===== src/rtl/sensor_arb_pkg.sv =====
// ============================================================================
//  Module : sensor_arb_pkg
//  Brief  : Shared types and constants for the sensor-to-UART arbiter.
//  Rev    : 1.0  initial release
// ============================================================================
`default_nettype none

package sensor_arb_pkg;

    localparam int WORD_W = 16;
    localparam int BYTE_W = 8;

    // Frame is serialised high byte first.
    localparam bit HI_FIRST = 1'b1;

    typedef enum logic [2:0] {
        IDLE    = 3'd0,
        SEND_HI = 3'd1,
        WAIT_HI = 3'd2,
        SEND_LO = 3'd3,
        WAIT_LO = 3'd4,
        ACK     = 3'd5
    } arb_state_t;

    function automatic logic [BYTE_W-1:0] frame_byte(
        input logic [WORD_W-1:0] frame,
        input logic              second
    );
        logic sel_hi;
        sel_hi = HI_FIRST ^ second;
        return sel_hi ? frame[WORD_W-1 -: BYTE_W] : frame[BYTE_W-1:0];
    endfunction

endpackage

`default_nettype wire


===== src/rtl/sensor_uart_arbiter_if.sv =====
// ============================================================================
//  Module : sensor_uart_arbiter_if
//  Brief  : Sensor-side and UART-side signals of the arbiter.
//  Rev    : 1.0  initial release
// ============================================================================
`default_nettype none

interface sensor_uart_arbiter_if #(
    parameter int N_SENSORS = 8,
    parameter int IDX_W     = 3
);
    logic [N_SENSORS-1:0]    req;
    logic [N_SENSORS*16-1:0] sensor_bus;
    logic [N_SENSORS-1:0]    ack;
    logic                    tx_busy;
    logic                    tx_done;
    logic                    tx_start;
    logic [7:0]              tx_byte;
    logic [IDX_W-1:0]        grant_idx;
    logic                    busy;
    logic                    err_timeout;

    // The arbiter owns the UART, so it is the master side.
    modport master (
        input  req, sensor_bus, tx_busy, tx_done,
        output ack, tx_start, tx_byte, grant_idx, busy, err_timeout
    );

    modport slave (
        output req, sensor_bus, tx_busy, tx_done,
        input  ack, tx_start, tx_byte, grant_idx, busy, err_timeout
    );
endinterface

`default_nettype wire


===== src/rtl/sensor_uart_arbiter_rr_pick.sv =====
// ============================================================================
//  Module : rr_pick
//  Brief  : Combinational round-robin select: first set req at/after rr_ptr.
//  Rev    : 1.0  initial release
// ============================================================================
`default_nettype none

module rr_pick #(
    parameter int N_SENSORS = 8,
    parameter int IDX_W     = 3
) (
    input  wire logic [N_SENSORS-1:0] req,
    input  wire logic [IDX_W-1:0]     rr_ptr,
    output logic                      any,
    output logic [IDX_W-1:0]          idx
);

    always_comb begin
        logic [IDX_W-1:0] cand;
        cand = '0;
        any  = 1'b0;
        idx  = rr_ptr;
        // N_SENSORS is a power of two, so the index add wraps for free.
        for (int i = 0; i < N_SENSORS; i++) begin
            cand = rr_ptr + IDX_W'(i);
            if (!any && req[cand]) begin
                any = 1'b1;
                idx = cand;
            end
        end
    end

endmodule

`default_nettype wire


===== src/rtl/sensor_uart_arbiter.sv =====
// ============================================================================
//  Module : sensor_uart_arbiter
//  Brief  : Round-robin share of one byte UART among sensor controllers.
//           Optional TX timeout enabled by macro SENSOR_ARB_TIMEOUT_EN.
//  Rev    : 1.0  initial release
// ============================================================================
`default_nettype none

module sensor_uart_arbiter
    import sensor_arb_pkg::*;
#(
    parameter int N_SENSORS   = 8,
    parameter int IDX_W       = 3,
    parameter int TIMEOUT_CYC = 1_000_000
) (
    input  wire logic            clk,
    input  wire logic            rst,
    sensor_uart_arbiter_if.master bus
);

    arb_state_t          r_state;
    arb_state_t          w_state_nxt;
    logic [IDX_W-1:0]    r_rr_ptr;
    logic [IDX_W-1:0]    r_grant;
    logic [WORD_W-1:0]   r_frame;
    logic                w_any;
    logic [IDX_W-1:0]    w_idx;
    logic                w_timeout;
    logic                w_err;
    logic                w_in_wait;

    assign w_in_wait = (r_state == WAIT_HI) || (r_state == WAIT_LO);

    rr_pick #(
        .N_SENSORS (N_SENSORS),
        .IDX_W     (IDX_W)
    ) u_rr_pick (
        .req    (bus.req),
        .rr_ptr (r_rr_ptr),
        .any    (w_any),
        .idx    (w_idx)
    );

`ifdef SENSOR_ARB_TIMEOUT_EN
    localparam int TCNT_W = (TIMEOUT_CYC > 1) ? $clog2(TIMEOUT_CYC) : 1;

    logic [TCNT_W-1:0] r_tcnt;
    logic              r_err;

    assign w_timeout = w_in_wait && !bus.tx_done &&
                       (r_tcnt == TCNT_W'(TIMEOUT_CYC - 1));
    assign w_err     = r_err;

    // Counter restarts whenever a WAIT state is (re-)entered.
    always_ff @(posedge clk) begin
        if (rst) begin
            r_tcnt <= '0;
            r_err  <= 1'b0;
        end else begin
            if (w_in_wait && (w_state_nxt == r_state))
                r_tcnt <= r_tcnt + 1'b1;
            else
                r_tcnt <= '0;
            if (w_timeout)
                r_err <= 1'b1;
        end
    end
`else
    assign w_timeout = 1'b0;
    assign w_err     = 1'b0;
`endif

    always_ff @(posedge clk) begin
        if (rst)
            r_state <= IDLE;
        else
            r_state <= w_state_nxt;
    end

    always_comb begin
        w_state_nxt = r_state;
        case (r_state)
            IDLE:    if (w_any)        w_state_nxt = SEND_HI;
            SEND_HI: if (!bus.tx_busy) w_state_nxt = WAIT_HI;
            WAIT_HI: begin
                if (bus.tx_done)       w_state_nxt = SEND_LO;
                else if (w_timeout)    w_state_nxt = ACK;
            end
            SEND_LO: if (!bus.tx_busy) w_state_nxt = WAIT_LO;
            WAIT_LO: begin
                if (bus.tx_done || w_timeout) w_state_nxt = ACK;
            end
            ACK:                       w_state_nxt = IDLE;
            default:                   w_state_nxt = IDLE;
        endcase
    end

    // Frame and grant are frozen at grant time; later req/bus changes are ignored.
    always_ff @(posedge clk) begin
        if (rst) begin
            r_rr_ptr <= '0;
            r_grant  <= '0;
            r_frame  <= '0;
        end else begin
            if ((r_state == IDLE) && w_any) begin
                r_grant <= w_idx;
                r_frame <= bus.sensor_bus[w_idx*WORD_W +: WORD_W];
            end
            if (r_state == ACK)
                r_rr_ptr <= r_grant + 1'b1;
        end
    end

    always_comb begin
        bus.tx_start    = 1'b0;
        bus.tx_byte     = '0;
        bus.ack         = '0;
        bus.busy        = (r_state != IDLE);
        bus.grant_idx   = r_grant;
        bus.err_timeout = w_err;
        if (((r_state == SEND_HI) || (r_state == SEND_LO)) && !bus.tx_busy) begin
            bus.tx_start = 1'b1;
            bus.tx_byte  = frame_byte(r_frame, r_state == SEND_LO);
        end
        if (r_state == ACK)
            bus.ack[r_grant] = 1'b1;
    end

endmodule

`default_nettype wire


===== src/flat_wrapper.sv =====
// flat-port wrapper written by rule: the top's interface ports become plain ports
module sensor_uart_arbiter_flat import sensor_arb_pkg::*;
#(
    parameter int N_SENSORS   = 8,
    parameter int IDX_W       = 3,
    parameter int TIMEOUT_CYC = 1_000_000
)
  (clk, rst, bus_req, bus_sensor_bus, bus_tx_busy, bus_tx_done, bus_ack, bus_tx_start, bus_tx_byte, bus_grant_idx, bus_busy, bus_err_timeout);
  sensor_uart_arbiter_if #(.N_SENSORS(N_SENSORS), .IDX_W(IDX_W)) bus_i ();
  input  wire logic clk;
  input  wire logic rst;
  input wire logic [$bits(bus_i.req)-1:0] bus_req;
  input wire logic [$bits(bus_i.sensor_bus)-1:0] bus_sensor_bus;
  input wire logic [$bits(bus_i.tx_busy)-1:0] bus_tx_busy;
  input wire logic [$bits(bus_i.tx_done)-1:0] bus_tx_done;
  output wire logic [$bits(bus_i.ack)-1:0] bus_ack;
  output wire logic [$bits(bus_i.tx_start)-1:0] bus_tx_start;
  output wire logic [$bits(bus_i.tx_byte)-1:0] bus_tx_byte;
  output wire logic [$bits(bus_i.grant_idx)-1:0] bus_grant_idx;
  output wire logic [$bits(bus_i.busy)-1:0] bus_busy;
  output wire logic [$bits(bus_i.err_timeout)-1:0] bus_err_timeout;
  assign bus_i.req = bus_req;
  assign bus_i.sensor_bus = bus_sensor_bus;
  assign bus_i.tx_busy = bus_tx_busy;
  assign bus_i.tx_done = bus_tx_done;
  assign bus_ack = bus_i.ack;
  assign bus_tx_start = bus_i.tx_start;
  assign bus_tx_byte = bus_i.tx_byte;
  assign bus_grant_idx = bus_i.grant_idx;
  assign bus_busy = bus_i.busy;
  assign bus_err_timeout = bus_i.err_timeout;
  sensor_uart_arbiter #(.N_SENSORS(N_SENSORS), .IDX_W(IDX_W), .TIMEOUT_CYC(TIMEOUT_CYC)) u_core (.clk(clk), .rst(rst), .bus(bus_i));
endmodule

===== config.mk =====
export PLATFORM = sky130hd
export DESIGN_NAME = sensor_uart_arbiter_flat
export DESIGN_NICKNAME = d
export VERILOG_FILES = /design/src/rtl/sensor_arb_pkg.sv /design/src/rtl/sensor_uart_arbiter_if.sv /design/src/rtl/sensor_uart_arbiter_rr_pick.sv /design/src/rtl/sensor_uart_arbiter.sv /design/src/flat_wrapper.sv
export SDC_FILE = /design/constraint.sdc
export NUM_CORES = 1
export LEC_CHECK = 0
export BUFFER_PORTS_ARGS = -buffer_cell sky130_fd_sc_hd__buf_2
export CAP_MARGIN = 10
export CELL_PAD_IN_SITES_DETAIL_PLACEMENT = 1
export CELL_PAD_IN_SITES_GLOBAL_PLACEMENT = 2
export CORE_MARGIN = 2
export CORE_UTILIZATION = 26
export CTS_CLUSTER_SIZE = 40
export DETAILED_ROUTE_END_ITERATION = 7
export HOLD_SLACK_MARGIN = 0.08
export PLACE_DENSITY_LB_ADDON = 0.05
export SLEW_MARGIN = 25
export SYNTH_ARGS = -nofsm -noshare
export SYNTH_HDL_FRONTEND = slang
export SYNTH_SLANG_ARGS = --single-unit

===== constraint.sdc =====
create_clock -name clk -period 3.95 [get_ports clk]
set_clock_uncertainty 0.15 [all_clocks]
set_input_delay 0.1975 -clock clk [delete_from_list [all_inputs] [get_ports clk]]
set_output_delay 0.1975 -clock clk [all_outputs]
set_load 0.1 [all_outputs]

* Word-level counts from Yosys, hierarchy flattened
Cells that the tools add are included.
** Cells by class
- Add/sub/neg operators :: 8
- Order comparisons :: 10
- Equality and inequality tests :: 10
- Shift operators :: 1
- Multiplexer cells :: 43
- Reductions and logical operators :: 22
** Operators by type and width (count)
- $shiftx 128x8->16 :: 1
- $lt 3x4->1 const B :: 9
- $mux 3 :: 12
- $bmux 1 s3 :: 8
- $mux 8 :: 3
- $mux 1 :: 18
- $pmux 3 s5 :: 1
- $add 3x3->3 const B :: 4
- $logic_and 1x1->1 :: 10
- $logic_not 1->1 :: 8
- $ne 2x2->1 const B :: 4
- $add 3x1->3 const B :: 2
- $add 3x2->3 const B :: 2
- $eq 3x2->1 const B :: 2
- $eq 3x3->1 const B :: 2
- $reduce_and 5->1 :: 1
- $demux 1 s3 :: 1
- $eq 3x1->1 const B :: 1
- $ge 3x1->1 const B :: 1
- $logic_not 3->1 :: 1
- $reduce_bool 3->1 :: 1
- $ne 2x1->1 const B :: 1
- $logic_or 1x1->1 :: 1
** Word-level totals
- Bits in registers :: 25
- Input port bits :: 140
- Output and inout bits :: 22

* Depth between registers and ports, before layout
- Depth in word-level cells :: 26
- Depth in mapped cells :: 19
- Depth with buffers taken out :: 11

* Modules after synthesis
From an unflattened synthesis, not the netlist that was laid out.
** Unflattened totals
- Cells, all modules :: 373
- Area total of the unflattened synthesis :: 3144.3 um^2
** Modules (own cells, without submodules)
- sensor_uart_arbiter :: instances 1, cells each 276, area an instance 2277.2 um^2
- rr_pick :: instances 1, cells each 97, area an instance 867.1 um^2

* Worst setup path after synthesis
Ideal clock, no wire load.
- Path kind :: register to register
- Start point :: register u_core.r_rr_ptr[0]
- End point :: register u_core.r_frame[11]
- Arrival time :: 4.101 ns
- Data required time :: 3.668 ns
- Setup slack :: -0.433 ns
- Stages on the path, launching flop included :: 18
- Buffers on the path :: 6
- Clock period less this slack :: 4.383 ns
- Path through :: dfxtp_1 buf_4 buf_2 inv_1 buf_2 clkbuf_1 ha_1 mux4_2 mux2_2 nor4_4 a21boi_4 a21oi_2 o2bb2ai_4 a22o_1 buf_4 buf_4 mux2i_1 o211ai_2
** On the way
- Word-level cells in the longest chain between the ends :: 25
- Elaborated cells between the ends (all ways) :: 54
- Those cells by class :: 7 x add/sub; 1 x shift; 31 x mux; 15 x reduce/logical
** Ends and longest elaborated chain
- start, declared :: RTL line sensor_uart_arbiter.sv:23 : logic [IDX_W-1:0] r_rr_ptr;
- start signal, assigned :: RTL line sensor_uart_arbiter.sv:110 : r_rr_ptr <= r_grant + 1'b1;
- branches (longest 25 deep; another with $add 3x1->3)
- end signal, assigned :: RTL line sensor_uart_arbiter.sv:107 : r_frame <= bus.sensor_bus[w_idx*WORD_W +: WORD_W];
- end, declared :: RTL line sensor_uart_arbiter.sv:25 : logic [WORD_W-1:0] r_frame;
Several ways; the timed one is not identified. The select of a mux whose other input is x is not followed.
A chain may end at the register's enable or synchronous reset.

* Worst setup path after layout
- Start point :: register u_core.r_rr_ptr[1]
- End point :: register u_core.r_frame[9]
The elaborated chain is that of the path after synthesis.

==> run_results.csv <==
group,metric,value,unit
outcome,status,"finished, final reports clean",
power,intPower,0.7392,mW
setup_path,ff2ff_setup_slack,0.18,ns
run,max-cap-violations,0,
sta,max_slew.worst_pin.slew,0.6850,ns
finish,register_area,501.7,µm²
setup_path,worstPathRequired,3.93,ns
synthesis,synthTopCellsByArea,"mux2i_1 (11%), dfxtp_1 (9.4%), a2111oi_0 (8.3%)",
sta,setup_viol,0,
floorplanning,core,20100,µm²
floorplanning,initial_core_util,26.40,%
min_path,hold_path_class,"in -> reg",
power,power.share.sequential,23.7,%
synthesis,synth.top_cell.area_share,10.56,%
global_routing,overflow,0,
synthesis,ys_types,61,
setup_path,worstSetupPathType,"reg -> reg",
min_path,min_from,"bus_tx_busy",
clocking,clkTransAtPathRegs,0.06,ns
setup_path,rr_endpoint,"u_core.r_frame[9]",
power,p_per_area,199.1,nW/µm²
global_routing,grt_use_total,23.25,%
finish,multi_input_area,4559,µm²
setup_path,critPathLaunchType,"flop",
synthesis,synth_fp_nets,896,
sta,fin_crit,3.769,ns
floorplanning,die_h,146.9,µm
synthesis,synth_edf_count,0,
setup_path,critPathCaptureType,"flop",
setup_path,crit_path_max_fanout,28,
clocking,htree_levels,1,
finish,layout_commonest_cell,"buf_2",
power,max-vdd-ir-drop,0.1143,mV
finish,stdcell_count,1162,
setup_path,timing.critical_path.cells,"inv_2, ha_4, mux4_2, mux2_4, nand2_1, a221o_1, nand2_2, buf_12, a2111oi_0, a2111oi_2, mux2i_2, o211ai_1",
sta,max_freq,0.2653,GHz
synthesis,ys_seq_area_share,9.430,%
synthesis,synth_area_leader_cell,"mux2i_1",
floorplanning,dieArea,21570,µm²
setup_path,r2r-start,"u_core.r_rr_ptr[1]",
routing,vias,6668,
routing,drc,0,
placed_design,post-dp-hpwl,19270,µm
synthesis,ys_seq_elements,25,
finish,postLayoutCellArea,6872,µm²
finish,layout-drive-gt1-share,32.85,%
routing,antenna_left,0,
clocking,cts_root_buf,"clkbuf_16",
placed_design,placed_area,6579,µm²
sta,hold_viol,0,
sta,post-route-period-util,95.42,%
routing,wirelength,25840,µm
placed_design,gp_congestion,0.8635,
synthesis,async_reset_ff_share,0,%
sta,slew_headroom,54.16,%
synthesis,synth.avg_cell_area,7.049,µm²
setup_path,worstRegToRegCells,12,
floorplanning,rows,52,
global_routing,grt_antenna_before_repair,0,
setup_path,slowest_stage,"mux4_2",
min_path,worstHoldEndpoint,"u_core.r_state[0]",
clocking,cts_sinks,25,
finish,final_cell_mix,"buf_2 (160), nand2_1 (103), nor2_1 (79)",
clocking,clk_latency,0.26,ns
finish,fin_nets,1036,
global_routing,first_global_vias,7225,
routing,first_pass_iters,4,
clocking,clockBufferDepth,2,
synthesis,ys.warnings.count,0,
power,swShare,45.97,%
synthesis,ys.flop_type,"dfxtp_1",
global_routing,grt_max_degree,43,
routing,wl_per_cell,22.24,µm
power,combPwrFrac,59.5,%
routing,vias_per_cell,5.738,
setup_path,arrival,3.75,ns
min_path,hold_depth,3,
synthesis,netlist_area,5308,µm²
sta,slew_violations,0,
sta,tns,0,ns
power,power.leakage,2.811,nW
placed_design,dp.cells,1153,
routing,drt_iter0_markers,328,
finish,antenna_cells,0,
power,clkPwrFrac,16.8,%
finish,area_delta_synth_final,29.47,%
finish,utilization,34.18,%
floorplanning,die_w,146.9,µm
placed_design,io_buffers,160,
setup_path,critPathMaxStageDelay,0.58,ns
floorplanning,io_pins,162,
clocking,cts_tree,"built",
finish,fill_cells,2520,
global_routing,grt_pass1_wl,40550,µm
synthesis,syn_inst,753,
clocking,cts_buffers,3,
power,net-switching-power,0.6289,mW
sta,whs,0.08306,ns
==> metrics by stage <==
step / power (mW) / setup WS (ns)
2_1_floorplan: 0.8259 / 0.003644
3_3_place_gp: 1.099 / -0.3691
3_5_place_dp: 1.118 / -0.3101
4_1_cts: 1.361 / -0.01637
5_1_grt: 1.460 / -0.004066
6_report: 1.368 / 0.1809
==> power by group through the flow <==
stage	logic, mW	clock network (mW)	registers [mW]
finish	0.814	0.230	0.325
global route	0.882	0.248	0.331
CTS	0.798	0.239	0.325
detailed placement	0.788	0	0.330
global placement	0.769	0	0.329
floorplan	0.482	0	0.344
==> cells by family after synthesis <==
kind of cell               count (synthesis)  synth area share [%]
muxes                                     92                 21.31
AOI/OAI and AO/OA                        256                 36.68
other                                      1               0.07065
xor gates and xnor gates                   6                 1.132
DFF                                       25                 9.430
and+or+nand+nor                          266                 22.25
buffers and inverters                    104                 8.416
adders and majority gates                  3                0.7073
==> Yosys cell counts, drive strengths merged, types with 12 or more instances <==
master / n
mux2: 24
a21oi: 59
inv: 32
a21o: 17
o41ai: 16
o211ai: 18
a2111oi: 50
o2111ai: 16
a22oi: 17
nor2: 80
mux4: 12
nand2: 104
o21ai: 23
a211oi: 13
buf: 28
dfxtp: 25
clkbuf: 44
nor3: 29
mux2i: 56
==> worst max-delay path: cells and delay by family (launching register included) <==
kind | cells | cell delay [ns]
multiplexers | 3 | 1.22
AND/OR/NAND/NOR | 2 | 0.24
adder cells (fa/ha/maj) | 1 | 0.32
buffers and inverters | 2 | 0.27
AO/OA/AOI/OAI | 4 | 1.07
flip-flops | 1 | 0.35
==> how the worst max path moves through the flow <==
stage / endpoint / start / cells past startpoint
floorplan: u_core.r_frame[8] / u_core.r_rr_ptr[0] / 17
global placement: u_core.r_frame[11] / u_core.r_rr_ptr[1] / 12
detailed placement: u_core.r_frame[12] / u_core.r_rr_ptr[1] / 12
CTS: u_core.r_frame[10] / u_core.r_rr_ptr[1] / 13
global route: u_core.r_frame[12] / u_core.r_rr_ptr[1] / 12
finish: u_core.r_frame[9] / u_core.r_rr_ptr[1] / 12
==> what timing repair did <==
action / 4_1_cts / 5_1_grt
setup buffers: 1 / 3
endpoints found under the setup margin: 6 / 16
gates cloned: 1 / 0
hold buffers: 0 / 0
resized for setup: 13 / 31
pin swaps: 1 / 5
==> final cells by class <==
| class | count | area share, % |
|---|---|---|
| multi-input cells | 624 | 66.35 |
| repair buffers | 207 | 18.54 |
| flip-flops and latches | 25 | 7.302 |
| well taps | 270 | 4.916 |
| inverters | 32 | 1.748 |
| clock buffers | 4 | 1.147 |
==> registers in the layout, summed over array words and instances, names as in the netlist <==
| register | cells |
|---|---|
| u_core.r_rr_ptr | 3 |
| u_core.r_frame | 16 |
| u_core.bus.grant_idx | 3 |
| u_core.r_state | 3 |
==> layer usage <==
| layer | wire length, µm | track usage (%) |
|---|---|---|
| met5 | 0 | 0 |
| met4 | 604 | 6.214 |
| met3 | 805 | 1.832 |
| met1 | 11730 | 30.68 |
| met2 | 12700 | 40.87 |
Power figures use the tool's default switching activity.
